===== src/rtl/seq_pkg.sv =====
// Shared encodings for the serial pattern generator and the sequence detectors.
package seq_pkg;

  typedef enum logic [1:0] {
    IDLE = 2'd0,
    SEND = 2'd1,
    GAP  = 2'd2,
    DONE = 2'd3
  } seq_state_e;

  localparam logic IDLE_LEVEL = 1'b0;

endpackage


===== src/rtl/seq_pattern_gen_if.sv =====
// Request/serial-output bundle between a stimulus controller and seq_pattern_gen.
interface seq_pattern_gen_if #(
  parameter int unsigned PAT_W = 3,
  parameter int unsigned CNT_W = 4,
  parameter int unsigned GAP_W = 4
);

  logic             start;
  logic [PAT_W-1:0] pattern;
  logic [CNT_W-1:0] repeat_cnt;
  logic [GAP_W-1:0] gap;
  logic             x_out;
  logic             bit_valid;
  logic             frame_start;
  logic             busy;
  logic             done;

  modport master (
    output start, pattern, repeat_cnt, gap,
    input  x_out, bit_valid, frame_start, busy, done
  );

  modport slave (
    input  start, pattern, repeat_cnt, gap,
    output x_out, bit_valid, frame_start, busy, done
  );

endinterface


===== src/rtl/seq_piso.sv =====
// Parallel-load, MSB-first shift register; sout is the flopped MSB.
module seq_piso
  import seq_pkg::*;
#(
  parameter int unsigned PAT_W = 3
) (
  input  logic             clk,
  input  logic             rst,
  input  logic             load,
  input  logic             shift,
  input  logic             clr,
  input  logic [PAT_W-1:0] din,
  output logic             sout
);

  logic [PAT_W-1:0] sreg;

  // Shifting in the idle level means the line drains to 0 after the LSB.
  always_ff @(posedge clk) begin
    if (rst) begin
      sreg <= '0;
    end else if (clr) begin
      sreg <= {PAT_W{IDLE_LEVEL}};
    end else if (load) begin
      sreg <= din;
    end else if (shift) begin
      sreg <= {sreg[PAT_W-2:0], IDLE_LEVEL};
    end
  end

  assign sout = sreg[PAT_W-1];

endmodule


===== src/rtl/seq_pattern_gen.sv =====
// Serial stimulus transmitter: sends a latched pattern MSB-first for N frames
// with an optional idle gap between frames.
module seq_pattern_gen
  import seq_pkg::*;
#(
  parameter int unsigned PAT_W = 3,
  parameter int unsigned CNT_W = 4,
  parameter int unsigned GAP_W = 4
) (
  input  logic               clk,
  input  logic               rst,
  seq_pattern_gen_if.slave   bus
);

  localparam int unsigned     IDX_W   = (PAT_W > 1) ? $clog2(PAT_W) : 1;
  localparam logic [IDX_W-1:0] IDX_TOP = IDX_W'(PAT_W - 1);

  seq_state_e       state_q, state_n;
  logic [IDX_W-1:0] idx_q, idx_n;
  logic [CNT_W-1:0] frames_q, frames_n;
  logic [GAP_W-1:0] gcnt_q, gcnt_n;
  logic [PAT_W-1:0] sh_pattern;
  logic [GAP_W-1:0] sh_gap;
  logic             latch;
  logic             piso_load, piso_shift, piso_clr;
  logic [PAT_W-1:0] piso_din;
  logic             x_bit;
  logic             bit_valid_q, bit_valid_n;
  logic             frame_start_q, frame_start_n;
  logic             busy_q, busy_n;
  logic             done_q, done_n;

  // The start edge loads straight from the inputs so the MSB leaves one cycle later.
  assign piso_din = (state_q == IDLE) ? bus.pattern : sh_pattern;

  seq_piso #(.PAT_W(PAT_W)) u_piso (
    .clk   (clk),
    .rst   (rst),
    .load  (piso_load),
    .shift (piso_shift),
    .clr   (piso_clr),
    .din   (piso_din),
    .sout  (x_bit)
  );

  always_ff @(posedge clk) begin
    if (rst) begin
      state_q       <= IDLE;
      idx_q         <= '0;
      frames_q      <= '0;
      gcnt_q        <= '0;
      sh_pattern    <= '0;
      sh_gap        <= '0;
      bit_valid_q   <= 1'b0;
      frame_start_q <= 1'b0;
      busy_q        <= 1'b0;
      done_q        <= 1'b0;
    end else begin
      state_q       <= state_n;
      idx_q         <= idx_n;
      frames_q      <= frames_n;
      gcnt_q        <= gcnt_n;
      bit_valid_q   <= bit_valid_n;
      frame_start_q <= frame_start_n;
      busy_q        <= busy_n;
      done_q        <= done_n;
      if (latch) begin
        sh_pattern <= bus.pattern;
        sh_gap     <= bus.gap;
      end
    end
  end

  // Next state plus the output values for the cycle after this edge.
  always_comb begin
    state_n       = state_q;
    idx_n         = idx_q;
    frames_n      = frames_q;
    gcnt_n        = gcnt_q;
    latch         = 1'b0;
    piso_load     = 1'b0;
    piso_shift    = 1'b0;
    piso_clr      = 1'b0;
    bit_valid_n   = 1'b0;
    frame_start_n = 1'b0;
    busy_n        = 1'b0;
    done_n        = 1'b0;

    unique case (state_q)
      IDLE: begin
        if (bus.start) begin
          latch  = 1'b1;
          busy_n = 1'b1;
          if (bus.repeat_cnt == '0) begin
            state_n = DONE;
            done_n  = 1'b1;
          end else begin
            state_n       = SEND;
            idx_n         = IDX_TOP;
            frames_n      = bus.repeat_cnt;
            piso_load     = 1'b1;
            bit_valid_n   = 1'b1;
            frame_start_n = 1'b1;
          end
        end
      end

      SEND: begin
        busy_n = 1'b1;
        if (idx_q == '0) begin
          frames_n = frames_q - CNT_W'(1);
          if (frames_n == '0) begin
            state_n  = DONE;
            done_n   = 1'b1;
            piso_clr = 1'b1;
          end else if (sh_gap == '0) begin
            idx_n         = IDX_TOP;
            piso_load     = 1'b1;
            bit_valid_n   = 1'b1;
            frame_start_n = 1'b1;
          end else begin
            state_n  = GAP;
            gcnt_n   = sh_gap;
            piso_clr = 1'b1;
          end
        end else begin
          idx_n       = idx_q - IDX_W'(1);
          piso_shift  = 1'b1;
          bit_valid_n = 1'b1;
        end
      end

      GAP: begin
        busy_n = 1'b1;
        // Leaving on count 1 yields exactly sh_gap idle cycles.
        if (gcnt_q <= GAP_W'(1)) begin
          state_n       = SEND;
          gcnt_n        = '0;
          idx_n         = IDX_TOP;
          piso_load     = 1'b1;
          bit_valid_n   = 1'b1;
          frame_start_n = 1'b1;
        end else begin
          gcnt_n = gcnt_q - GAP_W'(1);
        end
      end

      DONE: begin
        state_n  = IDLE;
        piso_clr = 1'b1;
      end

      default: begin
        state_n  = IDLE;
        piso_clr = 1'b1;
      end
    endcase
  end

  assign bus.x_out       = x_bit;
  assign bus.bit_valid   = bit_valid_q;
  assign bus.frame_start = frame_start_q;
  assign bus.busy        = busy_q;
  assign bus.done        = done_q;

endmodule

===== src/flat_wrapper.sv =====
// flat-port wrapper written by rule: the top's interface ports become plain ports
module seq_pattern_gen_flat import seq_pkg::*;
#(
  parameter int unsigned PAT_W = 3,
  parameter int unsigned CNT_W = 4,
  parameter int unsigned GAP_W = 4
)
  (clk, rst, bus_start, bus_pattern, bus_repeat_cnt, bus_gap, bus_x_out, bus_bit_valid, bus_frame_start, bus_busy, bus_done);
  seq_pattern_gen_if #(.PAT_W(PAT_W), .CNT_W(CNT_W), .GAP_W(GAP_W)) bus_i ();
  input  logic clk;
  input  logic rst;
  input wire logic [$bits(bus_i.start)-1:0] bus_start;
  input wire logic [$bits(bus_i.pattern)-1:0] bus_pattern;
  input wire logic [$bits(bus_i.repeat_cnt)-1:0] bus_repeat_cnt;
  input wire logic [$bits(bus_i.gap)-1:0] bus_gap;
  output wire logic [$bits(bus_i.x_out)-1:0] bus_x_out;
  output wire logic [$bits(bus_i.bit_valid)-1:0] bus_bit_valid;
  output wire logic [$bits(bus_i.frame_start)-1:0] bus_frame_start;
  output wire logic [$bits(bus_i.busy)-1:0] bus_busy;
  output wire logic [$bits(bus_i.done)-1:0] bus_done;
  assign bus_i.start = bus_start;
  assign bus_i.pattern = bus_pattern;
  assign bus_i.repeat_cnt = bus_repeat_cnt;
  assign bus_i.gap = bus_gap;
  assign bus_x_out = bus_i.x_out;
  assign bus_bit_valid = bus_i.bit_valid;
  assign bus_frame_start = bus_i.frame_start;
  assign bus_busy = bus_i.busy;
  assign bus_done = bus_i.done;
  seq_pattern_gen #(.PAT_W(PAT_W), .CNT_W(CNT_W), .GAP_W(GAP_W)) u_core (.clk(clk), .rst(rst), .bus(bus_i));
endmodule

===== config.mk =====
export PLATFORM = sky130hd
export DESIGN_NAME = seq_pattern_gen_flat
export DESIGN_NICKNAME = d
export VERILOG_FILES = /design/src/rtl/seq_pkg.sv /design/src/rtl/seq_pattern_gen_if.sv /design/src/rtl/seq_piso.sv /design/src/rtl/seq_pattern_gen.sv /design/src/flat_wrapper.sv
export SDC_FILE = /design/constraint.sdc
export NUM_CORES = 1
export LEC_CHECK = 0
export ABC_AREA = 1
export BUFFER_PORTS_ARGS = -buffer_cell sky130_fd_sc_hd__buf_2
export CAP_MARGIN = 20
export CORE_MARGIN = 5
export CORE_UTILIZATION = 52
export DETAILED_ROUTE_END_ITERATION = 7
export GPL_TIMING_DRIVEN = 0
export PLACE_DENSITY = 0.73
export SLEW_MARGIN = 20
export SYNTH_ARGS = -nofsm -noshare
export SYNTH_HDL_FRONTEND = slang
export SYNTH_SLANG_ARGS = --single-unit
export TNS_END_PERCENT = 5

===== constraint.sdc =====
create_clock -name clk -period 2.35 [get_ports clk]
set_clock_uncertainty 0.15 [all_clocks]
set_input_delay 0.47 -clock clk [delete_from_list [all_inputs] [get_ports clk]]
set_output_delay 0.47 -clock clk [all_outputs]
set_load 0.02 [all_outputs]

==> results.md <==
- Outcome: finished, final reports clean
- Initial antenna violation count: 0
- Setup violators final: 0
- H-tree Lvls: 1
- Area grow syn2layout: 11.9%
- Via/cell ratio: 5.13
- Largest net degree at the start of global routing: 16
- Max clock buf depth: 2
- Pre-antenna DRT Iters: 4
- WL final: 3040 um
- Fin. max-slew vios: 0
- Area leader, netlist: dfxtp_1
- DRT iter0 DRCs: between 70 and 80
- Slew headroom: 74.4%
- Maxcap violations: 0
- Critical Path Sink Type: flip-flop
- Reg power frac: between 30% and 40%
- Int Power: 1190 uW
- Core box area: around 2800 um^2
- Clk root buf: clkbuf_4
- Final Wtd Congestion: 0.860
- CTS tree: yes
- Die ar.: 4120 um^2
- Leakage: 0.000825 uW
- Post-synth cell types: 34
- IO Pins: 19
- TritonCTS Buffers: 3
- Clk pwr share: between 10% and 20%
- Vias: 1345
- CP Launch Type: flip-flop
- NetSw: ~950 uW
- Worst-margin pin slew: about 0.38 ns
- Syn_nets: 233
- Die Wd: 64.2 um
- Hold Buf Count CTS: 0
- Synth top area share: around 34%
- HP Class: input pin to flip-flop
- Grt met2 use: 24.9%
- Max Fanout on Critical Path: 9
- Clk slew on worst S/H paths: 0.15 ns
- Finished Core Util: 61.4%
- Initial Util: 54.9%
- Met1 Resource Use GR: 19.6%
- Synthesis Warnings: 0
- Cts repair resizes: 0
- First-pass GRT wire length: 5110 um
- Routed WL per cell: 11.6 um
- Top post-synthesis cells by area: dfxtp_1 (34%), ha_1 (8.2%), nand2_1 (8.1%), inv_1 (6.6%), nor2_1 (5.7%)
- RSZ-0062 raised after global routing: false
- Arrival time at the worst endpoint: slightly above 2 ns
- Cells after Synth: 209
- Min Tclk post-route: 1.95 ns
- Pwr Density: ~1300 nW/um^2
- Fin crit share: 82.8%
- Commonest non-fill, non-tap cell in the layout: nand2_1
- Share of cells above drive strength 1: 19.9%
- Fmax: about 500 MHz
- Most frequent cells in the layout: nand2_1 (33), inv_1 (27), dfxtp_1 (26)
- Most Crowded Layer GR: met2
- Clk_lat worst skew: around 0.32 ns
- Kind of critical path: flip-flop to flip-flop
- Synth Register Bits: 26
- GR Util All Layers: 14.9%
- Port bufs: 18
- TritonCTS Sinks: 26
- Synth Cell Area: around 1500 um^2
- M3 GR Usage: 4.38%
- R2R setup slack: 0.40 ns
- Max VDD drop: 1020 uV
- Sequential share of the synthesized area: 34.1%
- Antenna viol nets, final: 0
- Die Ht: 64.2 um
- Antenna diode count: 0
- Net Sw Frac: 44.3%
- Fin. Hold Viols: 0
- Rows: 19
- Setup TNS: 0 ns
- Post-CTS Setup Inserts: 0
- Critical path required time: 2.44 ns
- Comb pwr share: a little over half
- GR Overflow Total: 0
- # DRC: 0
- HPWL after DPL: 2370 um
- Vias in the first global route: 1183
- Final Net Count: about 260
- Syn Area/Cell: 7.30 um^2
[Yosys cell counts, drive strengths merged]
| master | instances |
|---|---|
| nand2 | 38 |
| inv | 33 |
| nor2 | 27 |
| dfxtp | 26 |
| o21ai | 22 |
| nand3 | 17 |
| a21oi | 16 |
| ha | 10 |
| buf | 4 |
| nand4 | 3 |
| a31oi | 2 |
| mux2i | 2 |
| o22ai | 2 |
| a211oi | 1 |
| a311oi | 1 |
| clkbuf | 1 |
| nor4 | 1 |
| or2 | 1 |
| xnor2 | 1 |
| xor2 | 1 |
[power by group through the flow]
stage	clock [uW]	combinational, uW	sequential, uW
2_1_floorplan	0	920	691
3_3_place_gp	0	1150	668
3_5_place_dp	0	1170	674
4_1_cts	310	1170	664
5_1_grt	333	1310	684
6_report	304	1170	664
[path summary, 6_finish.rpt]
| path | start | endpoint | depth (start not counted) |
|---|---|---|---|
| setup / recovery | u_core.state_q[1] | u_core.frames_q[1] | 13 |
| hold / removal | bus_gap[2] | u_core.sh_gap[2] | 3 |
| setup reg to reg | u_core.state_q[1] | u_core.frames_q[1] | 13 |
| hold reg to reg | u_core.sh_pattern[0] | u_core.sh_pattern[0] | 2 |
[area by class of cell]
cell class	count	area (um^2)
fillers	259	1070
multi-input cells	145	832
flip-flops and latches	26	520
inverters	33	136
repair buffers	18	90.1
well taps	31	38.8
plain buffers	5	37.5
clock inverters	1	30.0
clock buffers	3	22.5
[critical path: stages, from the launching register on]
cell      delay, ns
dfxtp_1        0.39
inv_1          0.09
ha_1           0.19
buf_6          0.14
inv_8          0.08
or2_1          0.12
buf_6          0.13
nand2_4        0.05
inv_4          0.06
nand2_4        0.06
nor2_8         0.15
inv_4          0.05
a211oi_2       0.16
nor2_2         0.04
[stage by stage]
| step | worst slack, ns | area [um^2] | hold WS [ns] | cells | total power [uW] |
|---|---|---|---|---|---|
| after floorplan | 0.569 | 1530 | 0.275 | 209 | 1610 |
| after CTS | 0.394 | 1710 | 0.228 | 262 | 2150 |
| after detailed placement | 0.411 | 1660 | 0.293 | 258 | 1840 |
| final | 0.404 | 1710 | 0.231 | 262 | 2140 |
| after global routing | 0.276 | 1710 | 0.211 | 262 | 2320 |
| after global placement | 0.446 | 1660 | 0.288 | 258 | 1820 |
[cells by family (layout without fill, tap and decap cells)]
group,after synthesis,count (layout),share of synthesized area [%]
DFF,26,26,34.1
buffers and inverters,38,60,11.4
xor gates and xnor gates,2,2,1.15
adders and majority gates,10,10,8.20
AOI/OAI and AO/OA,44,44,16.2
muxes,2,2,1.31
and+or+nand+nor,87,87,27.6
[state kept, by name, summed over array words and instances (netlist names), 2 cells and up]
signal	count
u_core.frames_q	4
u_core.gcnt_q	4
u_core.idx_q	2
u_core.sh_gap	4
u_core.sh_pattern	3
u_core.state_q	2
u_core.u_piso.sreg	3
[metal layers]
metal | wire length, um | vias up | part of all wire, %
met2 | 1450 | 31 | 48
met5 | 0 | - | 0
met4 | 15 | 0 | 0.49
met3 | 192 | 2 | 6.3
met1 | 1380 | 592 | 45
li1 | - | 720 | -
No activity file was read; power rests on OpenSTA's default activity.
